## src/rtl/mul_share_arb.sv

```systemverilog
// Round-robin arbiter sharing one 8x8 unsigned multiplier between NUM_REQ requesters.
// Define MUL_PIPE_EN to add a register stage between operand capture and the output register.
module mul_share_arb #(
  parameter int NUM_REQ = 4,
  parameter int ID_W    = 2
) (
  input  logic                 clk,
  input  logic                 rst_n,
  input  logic [NUM_REQ-1:0]   req_valid,
  input  logic [8*NUM_REQ-1:0] req_a,
  input  logic [8*NUM_REQ-1:0] req_b,
  output logic [NUM_REQ-1:0]   req_ready,
  output logic                 res_valid,
  output logic [15:0]          res_data,
  output logic [ID_W-1:0]      res_id,
  input  logic                 res_ready,
  output logic [15:0]          op_count
);

  logic [ID_W-1:0]    rr_ptr;
  logic [ID_W-1:0]    win_id;
  logic               win_found;
  logic [NUM_REQ-1:0] grant;
  logic [7:0]         a_sel;
  logic [7:0]         b_sel;
  logic [15:0]        product;
  logic               can_accept;
  logic               accept;
  logic               out_free;
  logic               out_load;
  logic [15:0]        load_data;
  logic [ID_W-1:0]    load_id;
  logic [ID_W-1:0]    next_ptr;

  // Two passes: indices at/after the pointer first, then the wrapped ones.
  always_comb begin
    win_found = 1'b0;
    win_id    = '0;
    for (int i = 0; i < NUM_REQ; i++) begin
      if (!win_found && req_valid[i] && (ID_W'(i) >= rr_ptr)) begin
        win_found = 1'b1;
        win_id    = ID_W'(i);
      end
    end
    for (int i = 0; i < NUM_REQ; i++) begin
      if (!win_found && req_valid[i] && (ID_W'(i) < rr_ptr)) begin
        win_found = 1'b1;
        win_id    = ID_W'(i);
      end
    end
  end

  always_comb begin
    grant = '0;
    a_sel = '0;
    b_sel = '0;
    for (int i = 0; i < NUM_REQ; i++) begin
      if (win_id == ID_W'(i)) begin
        grant[i] = win_found;
        a_sel    = req_a[8*i +: 8];
        b_sel    = req_b[8*i +: 8];
      end
    end
  end

  assign product   = {8'b0, a_sel} * {8'b0, b_sel};
  assign out_free  = ~res_valid | res_ready;
  assign accept    = win_found & can_accept & rst_n;
  assign req_ready = grant & {NUM_REQ{can_accept & rst_n}};
  assign next_ptr  = (win_id == ID_W'(NUM_REQ - 1)) ? '0
                                                     : win_id + 1'b1;

`ifdef MUL_PIPE_EN
  logic            s1_valid;
  logic [15:0]     s1_data;
  logic [ID_W-1:0] s1_id;

  assign can_accept = ~s1_valid | out_free;
  assign out_load   = s1_valid & out_free;
  assign load_data  = s1_data;
  assign load_id    = s1_id;

  always_ff @(posedge clk or negedge rst_n) begin
    if (!rst_n) begin
      s1_valid <= 1'b0;
      s1_data  <= '0;
      s1_id    <= '0;
    end else if (accept) begin
      s1_valid <= 1'b1;
      s1_data  <= product;
      s1_id    <= win_id;
    end else if (out_load) begin
      s1_valid <= 1'b0;
    end
  end
`else
  assign can_accept = out_free;
  assign out_load   = accept;
  assign load_data  = product;
  assign load_id    = win_id;
`endif

  always_ff @(posedge clk or negedge rst_n) begin
    if (!rst_n) begin
      res_valid <= 1'b0;
      res_data  <= '0;
      res_id    <= '0;
    end else if (out_load) begin
      res_valid <= 1'b1;
      res_data  <= load_data;
      res_id    <= load_id;
    end else if (res_ready) begin
      res_valid <= 1'b0;
    end
  end

  always_ff @(posedge clk or negedge rst_n) begin
    if (!rst_n) begin
      rr_ptr <= '0;
    end else if (accept) begin
      rr_ptr <= next_ptr;
    end
  end

  always_ff @(posedge clk or negedge rst_n) begin
    if (!rst_n) begin
      op_count <= '0;
    end else if (res_valid && res_ready) begin
      op_count <= op_count + 16'd1;
    end
  end

endmodule

```

## config.mk

```make
export PLATFORM = sky130hd
export DESIGN_NAME = mul_share_arb
export DESIGN_NICKNAME = d
export VERILOG_FILES = /design/src/rtl/mul_share_arb.sv
export SDC_FILE = /design/constraint.sdc
export NUM_CORES = 1
export LEC_CHECK = 0
export CAP_MARGIN = 20
export CORE_MARGIN = 2
export CORE_UTILIZATION = 60
export CTS_CLUSTER_SIZE = 25
export DETAILED_ROUTE_END_ITERATION = 16
export DONT_BUFFER_PORTS = 1
export PLACE_DENSITY = 0.76
export SYNTH_ARGS = -nofsm -noshare
export SYNTH_HDL_FRONTEND = slang
export SYNTH_SLANG_ARGS = --single-unit
export TNS_END_PERCENT = 30
```

## constraint.sdc

```tcl
create_clock -name clk -period 7.3 [get_ports clk]
set_input_delay 1.46 -clock clk [delete_from_list [all_inputs] [get_ports clk]]
set_output_delay 1.46 -clock clk [all_outputs]
set_load 0.05 [all_outputs]
```

==> results_dict.tcl <==
set metrics [dict create \
    whs_endpoint "rr_ptr[0]$_DFFE_PN0P_" \
    cts_resized 0 \
    path_class "in2reg" \
    vias 3291 \
    fmax_mhz 143.8 \
    synth.most_common_cell "nor2_1" \
    core_area_um2 6794 \
    syn-instance-count 502 \
    grt_max_degree 39 \
    ff2ff_setup_slack_ps 1000 \
    start_util_pct 62.21 \
    critPathArrivalTime_ps 7130 \
    synth_seq_cells 37 \
    r2r-start "rr_ptr[1]$_DFFE_PN0P_" \
    pin_count 110 \
    path_buf_inv 4 \
    postSynthAreaPerCell_um2 8.419 \
    power.density_nw_per_um2 480.3 \
    grt_pass1_vias 3051 \
    overflow 0 \
    tightest_slew_ps 868.7 \
    routabilityCongestion 0.9127 \
    wl_mm 8.735 \
    run_status "complete, no violations" \
    post_drt_via_cell_ratio 5.522 \
    ys_types 45 \
    synth.area.top_cells "dfrtp_1, fa_1, ha_1" \
    die_y_um 87.93 \
    ys_seq_area_share_pct 21.91 \
    drv_cap 0 \
    critical-path-slowest-cell "a21oi_1" \
    cp.required_ps 7480 \
    post_cts_buffers 0 \
    cts_tree "done" \
    vdd_ir_drop_max_v 0.0002580 \
    cpLargestDelayFamily "adder cells" \
    first_pass_iters 4 \
    hold_buffers 0 \
    numClockSinks 37 \
    avgRoutedWirePerCell_um 14.66 \
    drc 0 \
    max_slew_margin_pct 41.96 \
    die_w_um 87.93 \
    die_area_um2 7732 \
    ant_nets 0 \
    final-setup-viol-count 0 \
    synth_common_cells "nor2_1, nand2_1, inv_1, a21oi_1, ha_1" \
    endpoint_kind "register" \
    r2r-end "res_data[15]$_DFFE_PN0P_" \
    async_flop_share_pct 100.0 \
    clockRootBuffer "clkbuf_8" \
    synth_top_area_share_pct 21.91 \
    numCtsBuffers 5 \
    synth_flop_cell "dfrtp_1" \
    synth_fp_nets 650 \
    rr_worst_depth 24 \
    whs_path_depth 2 \
    crit_fanout 17 \
    clockBufferDepth 2 \
    tns_ps 0 \
    grt_setup_unrepaired "no" \
    grt_usage_pct 22.98 \
    drt_iter0_drc 161 \
    synth_top_area_cell "dfrtp_1" \
    ys_warn_count 0 \
    fin_crit_ps 6956 \
    syn_area_um2 4227 \
    nNetsFinal 647 \
    dp_hpwl_mm 7.078 \
    syn2layout_area_growth_pct 5.358 \
    synth_edf_count 0 \
    h-tree-depth 2 \
    grt_pass1_wl_mm 14.21 \
    drive_gt1_share_pct 7.600 \
    worst_setup_path_start_kind "input port" \
    port_buffers 0 \
    min_from "rr_ptr[0]$_DFFE_PN0P_" \
    slowest_delay_ps 580 \
    hold_viol 0 \
    slew_violations 0 \
    row_count 30 \
    post-route-period-util_pct 95.28 \
    post-route-util_pct 65.54 \
    clk-insertion-delay-late_ps 290 \
    clkTransAtPathRegs_ps 70 \
    antenna_cells 0 \
    p_leak_nw 2.140 \
    hold_path_class "reg2reg" \
    fin_worst_skew_ps 3.134 \
    cp_common_cell "fa_1" \
    antenna_found_initial 0 \
    path_cells "nor3b_1 -> a211oi_1 -> buf_4 -> inv_1 -> ha_1 -> nand3b_1 -> a21oi_1 -> a21oi_1 -> nor2_1 -> a21oi_1 -> nor2_1 -> fa_1 -> fa_1 -> fa_1 -> inv_1 -> fa_1 -> inv_1 -> ha_1 -> or2_0 -> a211oi_2 -> a21oi_2 -> o31ai_4 -> xnor2_1 -> o21ai_2" \
    hold_ws_ps 617.7 \
]
## area by class of cell
type                            instances  area [um2]
Clock buffer                            5       68.82
Clock inverter                          3       17.52
Fill cell                             589        2341
Inverter                               51       191.4
Multi-Input combinational cell        396        3024
Sequential cell                        37       925.9
Tap cell                               96       120.1
Timing Repair Buffer                    8       105.1
## worst max path at each step
stage | startpoint | to | slack [ps] | depth (start not counted)
3_3_place_gp | req_valid[0] | res_data[15]$_DFFE_PN0P_ | 160 | 24
6_report | req_valid[0] | res_data[15]$_DFFE_PN0P_ | 340 | 24
4_1_cts | req_valid[0] | res_data[15]$_DFFE_PN0P_ | 310 | 24
5_1_grt | req_valid[0] | res_data[15]$_DFFE_PN0P_ | 70 | 24
3_5_place_dp | req_valid[0] | res_data[15]$_DFFE_PN0P_ | 10 | 24
2_1_floorplan | req_valid[0] | res_data[15]$_DFFE_PN0P_ | 530 | 25
## flip-flops by register name, summed over array words and instances, names as in the netlist
name,flops
op_count,16
res_data,16
res_id,2
rr_ptr,2
res_valid,1
## layout by cell type, fill, tap and decap left out, types with 2 or more instances in the layout
cell type,count
o22ai_1,2
and3_1,2
nand2b_1,3
a21oi_1,44
nor3_1,2
clkbuf_8,5
ha_1,41
nand2_1,56
o21ai_0,5
a21oi_2,14
and2_1,5
o21ai_1,9
dfrtp_1,37
clkinv_2,2
o211ai_1,2
nand3b_1,16
a21o_1,3
a211oi_1,4
o21a_1,4
fa_1,36
xnor2_1,18
mux2i_1,2
inv_1,51
buf_4,5
xor2_1,6
buf_12,2
nor2_1,74
or2_1,17
o31ai_1,2
nand3_1,7
nor2b_1,5
nand4_1,3
## metrics by stage
step | std cells | area [um2] | worst slack [ps] | power, mW
2_1_floorplan | 502 | 4227 | 526.3 | 1.660
3_3_place_gp | 587 | 4339 | 158.7 | 1.968
3_5_place_dp | 587 | 4339 | 10.47 | 2.006
4_1_cts | 595 | 4425 | 307.0 | 2.154
5_1_grt | 596 | 4453 | 73.77 | 2.378
6_report | 596 | 4453 | 344.3 | 2.139
## cells by family after synthesis
kind of cell	share of synthesized area, %
compound gates	15.10
flops	21.91
mux	0.7401
simple gates	21.55
xor+xnor	4.973
fa+ha+maj	29.19
buf+inv	6.542
## worst register-to-register path, stage by stage (launching register included)
cell      delay [ps]
dfrtp_1          460
mux2i_1          150
a211oi_1         250
buf_4            170
inv_1             50
ha_1             390
nand3b_1         180
a21oi_1           70
a21oi_1          120
nor2_1            50
a21oi_1          580
nor2_1           150
fa_1             580
fa_1             440
fa_1             550
inv_1             50
fa_1             530
inv_1             40
ha_1             340
or2_0            260
a211oi_2         240
a21oi_2           90
o31ai_4          240
xnor2_1          160
o21ai_2           60
## per-layer routing
layer / part of all wire (%) / track usage, % / up-vias
li1: - / - / 1633
met2: 47 / 36.36 / 105
met4: 1.0 / 4.755 / 0
met3: 6.9 / 4.713 / 6
met1: 45 / 33.07 / 1547
met5: 0 / 0 / -
## power breakdown
part	leakage [nW]	internal, mW	total (mW)	switching [mW]
registers	0.479	0.261	0.503	0.243
clock network	0.0439	0.0658	0.139	0.0729
logic	1.62	0.621	1.50	0.876
Note: power is estimated with default switching activity, not from simulation.
